`src/rtl/pipeline_hazard_controller.sv`:
```
// rtl/pipeline_hazard_controller.sv - stall/flush sequencer for the 5-stage pipeline
//
// Decides each cycle which pipeline registers load, when IF/ID is flushed
// and when a bubble enters ID/EX. Handles load-use hazards, taken-branch
// flushes and multi-cycle data-memory waits. Also counts stall cycles.
//
// Ports:
//   clock, rst          rising-edge clock, asynchronous active-high reset
//   idRs, idRt          source specifiers of the instruction in ID
//   idUsesRt            instruction in ID reads rt
//   exMemRead, exRt     load in EX and its destination register
//   branchTaken         taken branch resolved in ID this cycle
//   memReq, memReady    data-memory access request / completion
//   pcEnable            PC register enable
//   ifidEnable          IF/ID register enable
//   ifidFlush           load NOP into IF/ID
//   idexBubble          load NOP control into ID/EX
//   pipeEnable          enable for ID/EX, EX/MEM, MEM/WB
//   state               RUN=0, FLUSH=1, MEM_WAIT=2
//   stallCycles         saturating count of cycles with pcEnable=0

module pipeline_hazard_controller #(
  parameter int REG_ADDR       = 5,
  parameter int BRANCH_PENALTY = 1,
  parameter int CNT_WIDTH      = 32
) (
  input  logic                 clock,
  input  logic                 rst,
  input  logic [REG_ADDR-1:0]  idRs,
  input  logic [REG_ADDR-1:0]  idRt,
  input  logic                 idUsesRt,
  input  logic                 exMemRead,
  input  logic [REG_ADDR-1:0]  exRt,
  input  logic                 branchTaken,
  input  logic                 memReq,
  input  logic                 memReady,
  output logic                 pcEnable,
  output logic                 ifidEnable,
  output logic                 ifidFlush,
  output logic                 idexBubble,
  output logic                 pipeEnable,
  output logic [1:0]           state,
  output logic [CNT_WIDTH-1:0] stallCycles
);

  typedef enum logic [1:0] {
    RUN      = 2'd0,
    FLUSH    = 2'd1,
    MEM_WAIT = 2'd2
  } state_t;

  // Remaining flush cycles after the one issued in RUN.
  localparam logic [1:0] FLUSH_LOAD = 2'(BRANCH_PENALTY - 1);
  localparam bit         MULTI_FLUSH = (BRANCH_PENALTY > 1);

  state_t                 state_q, state_d;
  logic [1:0]             flush_cnt_q, flush_cnt_d;
  logic                   hazard;
  logic                   mem_stall;
  logic                   eval_run;
  logic                   pc_en, ifid_en, ifid_fl, idex_bub, pipe_en;

  assign hazard = exMemRead && (exRt != '0) &&
                  ((exRt == idRs) || (idUsesRt && (exRt == idRt)));
  assign mem_stall = memReq && !memReady;

  always_comb begin
    pc_en       = 1'b1;
    ifid_en     = 1'b1;
    ifid_fl     = 1'b0;
    idex_bub    = 1'b0;
    pipe_en     = 1'b1;
    state_d     = state_q;
    flush_cnt_d = flush_cnt_q;
    eval_run    = 1'b0;

    case (state_q)
      FLUSH: begin
        if (mem_stall) begin
          // Freeze holds the counter; the flush resumes afterwards.
          pc_en   = 1'b0;
          ifid_en = 1'b0;
          pipe_en = 1'b0;
        end else begin
          // ID holds flushed NOPs, so branch/hazard inputs are ignored here.
          ifid_fl = 1'b1;
          if (flush_cnt_q <= 2'd1) begin
            flush_cnt_d = 2'd0;
            state_d     = RUN;
          end else begin
            flush_cnt_d = flush_cnt_q - 2'd1;
          end
        end
      end
      MEM_WAIT: begin
        if (!memReady) begin
          pc_en   = 1'b0;
          ifid_en = 1'b0;
          pipe_en = 1'b0;
        end else begin
          // Completion cycle: memReq no longer matters.
          eval_run = 1'b1;
        end
      end
      default: begin
        // RUN, and the unused encoding 3, which recovers as RUN.
        if (mem_stall) begin
          pc_en   = 1'b0;
          ifid_en = 1'b0;
          pipe_en = 1'b0;
          state_d = MEM_WAIT;
        end else begin
          eval_run = 1'b1;
        end
      end
    endcase

    if (eval_run) begin
      state_d = RUN;
      if (branchTaken) begin
        // Flush wins over a simultaneous hazard: the dependent instruction is discarded.
        ifid_fl = 1'b1;
        if (MULTI_FLUSH) begin
          flush_cnt_d = FLUSH_LOAD;
          state_d     = FLUSH;
        end
      end else if (hazard) begin
        pc_en    = 1'b0;
        ifid_en  = 1'b0;
        idex_bub = 1'b1;
      end
    end

    // Reset freezes the whole pipeline so the PC register can self-reset.
    if (rst) begin
      pc_en    = 1'b0;
      ifid_en  = 1'b0;
      ifid_fl  = 1'b0;
      idex_bub = 1'b0;
      pipe_en  = 1'b0;
    end
  end

  always_ff @(posedge clock or posedge rst) begin
    if (rst) begin
      state_q     <= RUN;
      flush_cnt_q <= 2'd0;
      stallCycles <= '0;
    end else begin
      state_q     <= state_d;
      flush_cnt_q <= flush_cnt_d;
      if (!pc_en && (stallCycles != '1)) begin
        stallCycles <= stallCycles + 1'b1;
      end
    end
  end

  assign pcEnable   = pc_en;
  assign ifidEnable = ifid_en;
  assign ifidFlush  = ifid_fl;
  assign idexBubble = idex_bub;
  assign pipeEnable = pipe_en;
  assign state      = state_q;

endmodule

```
`config.mk`:
```
export PLATFORM = sky130hd
export DESIGN_NAME = pipeline_hazard_controller
export DESIGN_NICKNAME = d
export VERILOG_FILES = /design/src/rtl/pipeline_hazard_controller.sv
export SDC_FILE = /design/constraint.sdc
export NUM_CORES = 1
export LEC_CHECK = 0
export CAP_MARGIN = 10
export CORE_ASPECT_RATIO = 0.9
export CORE_UTILIZATION = 49
export CTS_CLUSTER_DIAMETER = 30
export DETAILED_ROUTE_END_ITERATION = 8
export GPL_TIMING_DRIVEN = 1
export PLACE_DENSITY = 0.95
export SYNTH_ARGS = -nofsm -noshare
export SYNTH_HDL_FRONTEND = slang
export SYNTH_SLANG_ARGS = --single-unit
```
`constraint.sdc`:
```
create_clock -name clock -period 4.73 [get_ports clock]
set_input_delay 0.946 -clock clock [delete_from_list [all_inputs] [get_ports clock]]
set_output_delay 0.946 -clock clock [all_outputs]
set_load 0.05 [all_outputs]
```
==> metrics.md <==
| Metric | Value |
|---|---|
| Status | `completed` |
| Starting density of the core | `52.3%` |
| P_int | `0.000641 W` |
| Min-delay worst type | `reg -> reg` |
| Register area | `826 um2` |
| Most common cell after layout, fill and taps aside | `clkdlybuf4s50_1` |
| Die Area | `3930 um2` |
| # IOs | `61` |
| Clock share of power | `20.8%` |
| Worst Min Path Start | `stallCycles[26]` |
| Htree depth | `2` |
| Most frequent cells in the layout | `58 x clkdlybuf4s50_1, 33 x dfrtp_1, 21 x xnor2_1` |
| Worst Setup End Kind | `output port` |
| Post-cts resize count | `0` |
| Vias per cell | `5.38` |
| Final min period | `4.39 ns` |
| Post-Synthesis Cells | `183` |
| Gate power share | `42.1%` |
| Share of cells above drive strength 1 | `9.31%` |
| Max FO, Critical Path | `3` |
| Psw | `0.000502 W` |
| Leak | `1.02 nW` |
| Synth async-reset ratio | `100%` |
| DPL Wire Length | `3090 um` |
| # DRC | `0` |
| Post-DP Area | `2440 um2` |
| Post-layout util | `73.5%` |
| Final ANT Viol Nets | `0` |
| Maxcap violations | `0` |
| Vias in the first global route | `1530` |
| Post-Syn Area per Cell | `9.87 um2` |
| Setup Buffers After CTS | `0` |
| Placement Setup Slack | `0.333 ns` |
| Area of the core | `3450 um2` |
| Worst setup startpoint | `exRt[1]` |
| Worst rel slew slack | `49.6%` |
| Startpoint type of the worst setup path | `input pin` |
| Initial antenna violation count | `0` |
| Clock sink count | `33` |
| GPL Wtd Cong | `0.821` |
| Fillers | `252` |
| Syn Nets | `206` |
| Final setup viols | `0` |
| Synth warn | `0` |
| Post-synth EDFFs | `0` |
| Row count | `20` |
| Sw Share | `43.9%` |
| CP Data Required Time | `3.78 ns` |
| Fin Setup TNS | `0 ns` |
| Overflow after GRT | `0` |
| Pin count of the biggest net entering global routing | `28` |
| Synth-to-layout area growth | `40.4%` |
| GRT Overall Usage | `23.9%` |
| Final Hold Viols | `0` |
| # hold bufs at CTS | `0` |
| Worst slew pin tran | `0.755 ns` |
| Setup ws final | `0.342 ns` |
| CP arrival | `3.44 ns` |
| Mapped cell area | `1810 um2` |
| Port Buffers | `59` |
| Sequential area share after synthesis | `45.7%` |
| Ys flop type | `dfrtp_1` |
| Num CTS Buffers | `5` |
| First-pass DRT Iterations | `4` |
| Design area | `2540 um2` |
| First-pass GRT wire length | `6790 um` |
| TritonCTS clock tree | `built` |
| Synth Register Bits | `33` |
| Layout Nets | `269` |
| Post-route clock skew | `0.00301 ns` |
| Final WL | `4110 um` |
| Mean routed wirelength per cell | `14.1 um` |
| Distinct cell type count after synthesis | `39` |
| Antenna diodes | `0` |
| Clk Tree Root Cell | `clkbuf_8` |
| Final Cycle Share | `92.8%` |
| Via count | `1567` |
| WS Path Type | `in -> out` |
| Die height | `59.6 um` |
| Worst reg2reg path startpoint | `stallCycles[24]` |
| DIE WIDTH | `66.0 um` |
| Initial DRC count | `88` |
| CTS clock-pin slew for the worst setup and hold paths | `0.07 ns` |
| RSZ-0062 raised after global routing | `false` |
| CTS Buffer Depth | `2` |
| Worst-Skew Late Latency | `0.29 ns` |
| Final slew viol count | `0` |
| Cell area power density | `450 nW/um2` |
| Share of power burned in registers | `37.0%` |
| Multi-input gate area | `922 um2` |
| Highest ir drop seen on vdd | `0.000402 V` |
| Max frequency | `228 MHz` |
metrics by stage:
| step | total power (W) | cells | hold slack [ns] |
|---|---|---|---|
| 2_1_floorplan | 0.000733 | 183 | 0.795 |
| 3_3_place_gp | 0.000895 | 283 | 0.480 |
| 3_5_place_dp | 0.000908 | 283 | 0.487 |
| 4_1_cts | 0.00115 | 291 | 0.500 |
| 5_1_grt | 0.00119 | 291 | 0.524 |
| 6_report | 0.00114 | 291 | 0.494 |
path summary, 6_finish.rpt:
kind	endpoint	slack, ns	cells after the start
max	pcEnable	0.34	6
min	stallCycles[26]	0.49	1
max reg2reg	stallCycles[7]	2.26	6
min reg2reg	stallCycles[26]	0.49	1
max in group asynchronous	stallCycles[7]	3.21	3
min in group asynchronous	state[1]	0.91	2
synth_stat cells (2+ instances only):
cell type,count,area (um2)
nor3_1,10,50.1
nand3_1,10,50.1
dfrtp_1,33,826
buf_4,2,15.0
inv_1,8,30.0
nor2_1,15,56.3
nor4_1,5,31.3
or4_1,2,15.0
xnor2_1,21,184
and3_1,3,18.8
nor3_2,2,20.0
xor2_1,20,175
nand2_1,20,75.1
buf_2,2,10.0
nand4_1,6,37.5
area by class of cell:
class                           count  share of cell area [%]
Multi-Input combinational cell    137                    36.3
Sequential cell                    33                    32.5
Timing Repair Buffer               61                    23.8
Clock buffer                        7                    3.80
Tap cell                           44                    2.17
Inverter                            8                    1.18
Clock inverter                      1                   0.197
cell families after synthesis:
group           share of synthesized area, %
compound gates                          4.23
xor+xnor                                19.9
flops                                   45.7
other cells                            0.208
buf+inv                                 3.25
mux                                    0.623
simple gates                            25.4
fa+ha+maj                              0.692
per-layer routing:
layer	vias to the layer above	part of all wire [%]	GRT usage, %
met5	-	0	0
met4	0	1.4	7.60
met3	9	7.1	8.85
met2	63	51	42.1
met1	742	41	26.8
li1	753	-	-
worst max-delay path: stages:
cell             delay, ns
clkdlybuf4s50_1       0.47
or4_1                 0.52
o21ai_0               0.32
inv_1                 0.09
a21boi_0              0.24
clkdlybuf4s50_1       0.85
sequential cells by signal, summed over array words and instances, names as in the netlist:
name,count
state,1
stallCycles,32
power groups by stage:
stage	Sequential (W)	Combinational (W)	Clock, W
global placement	0.000424	0.000471	0
global route	0.000432	0.000511	0.000251
CTS	0.000422	0.000485	0.000237
finish	0.000423	0.000482	0.000238
floorplan	0.000595	0.000138	0
detailed placement	0.000426	0.000482	0
No activity file was read; power rests on OpenSTA's default activity.
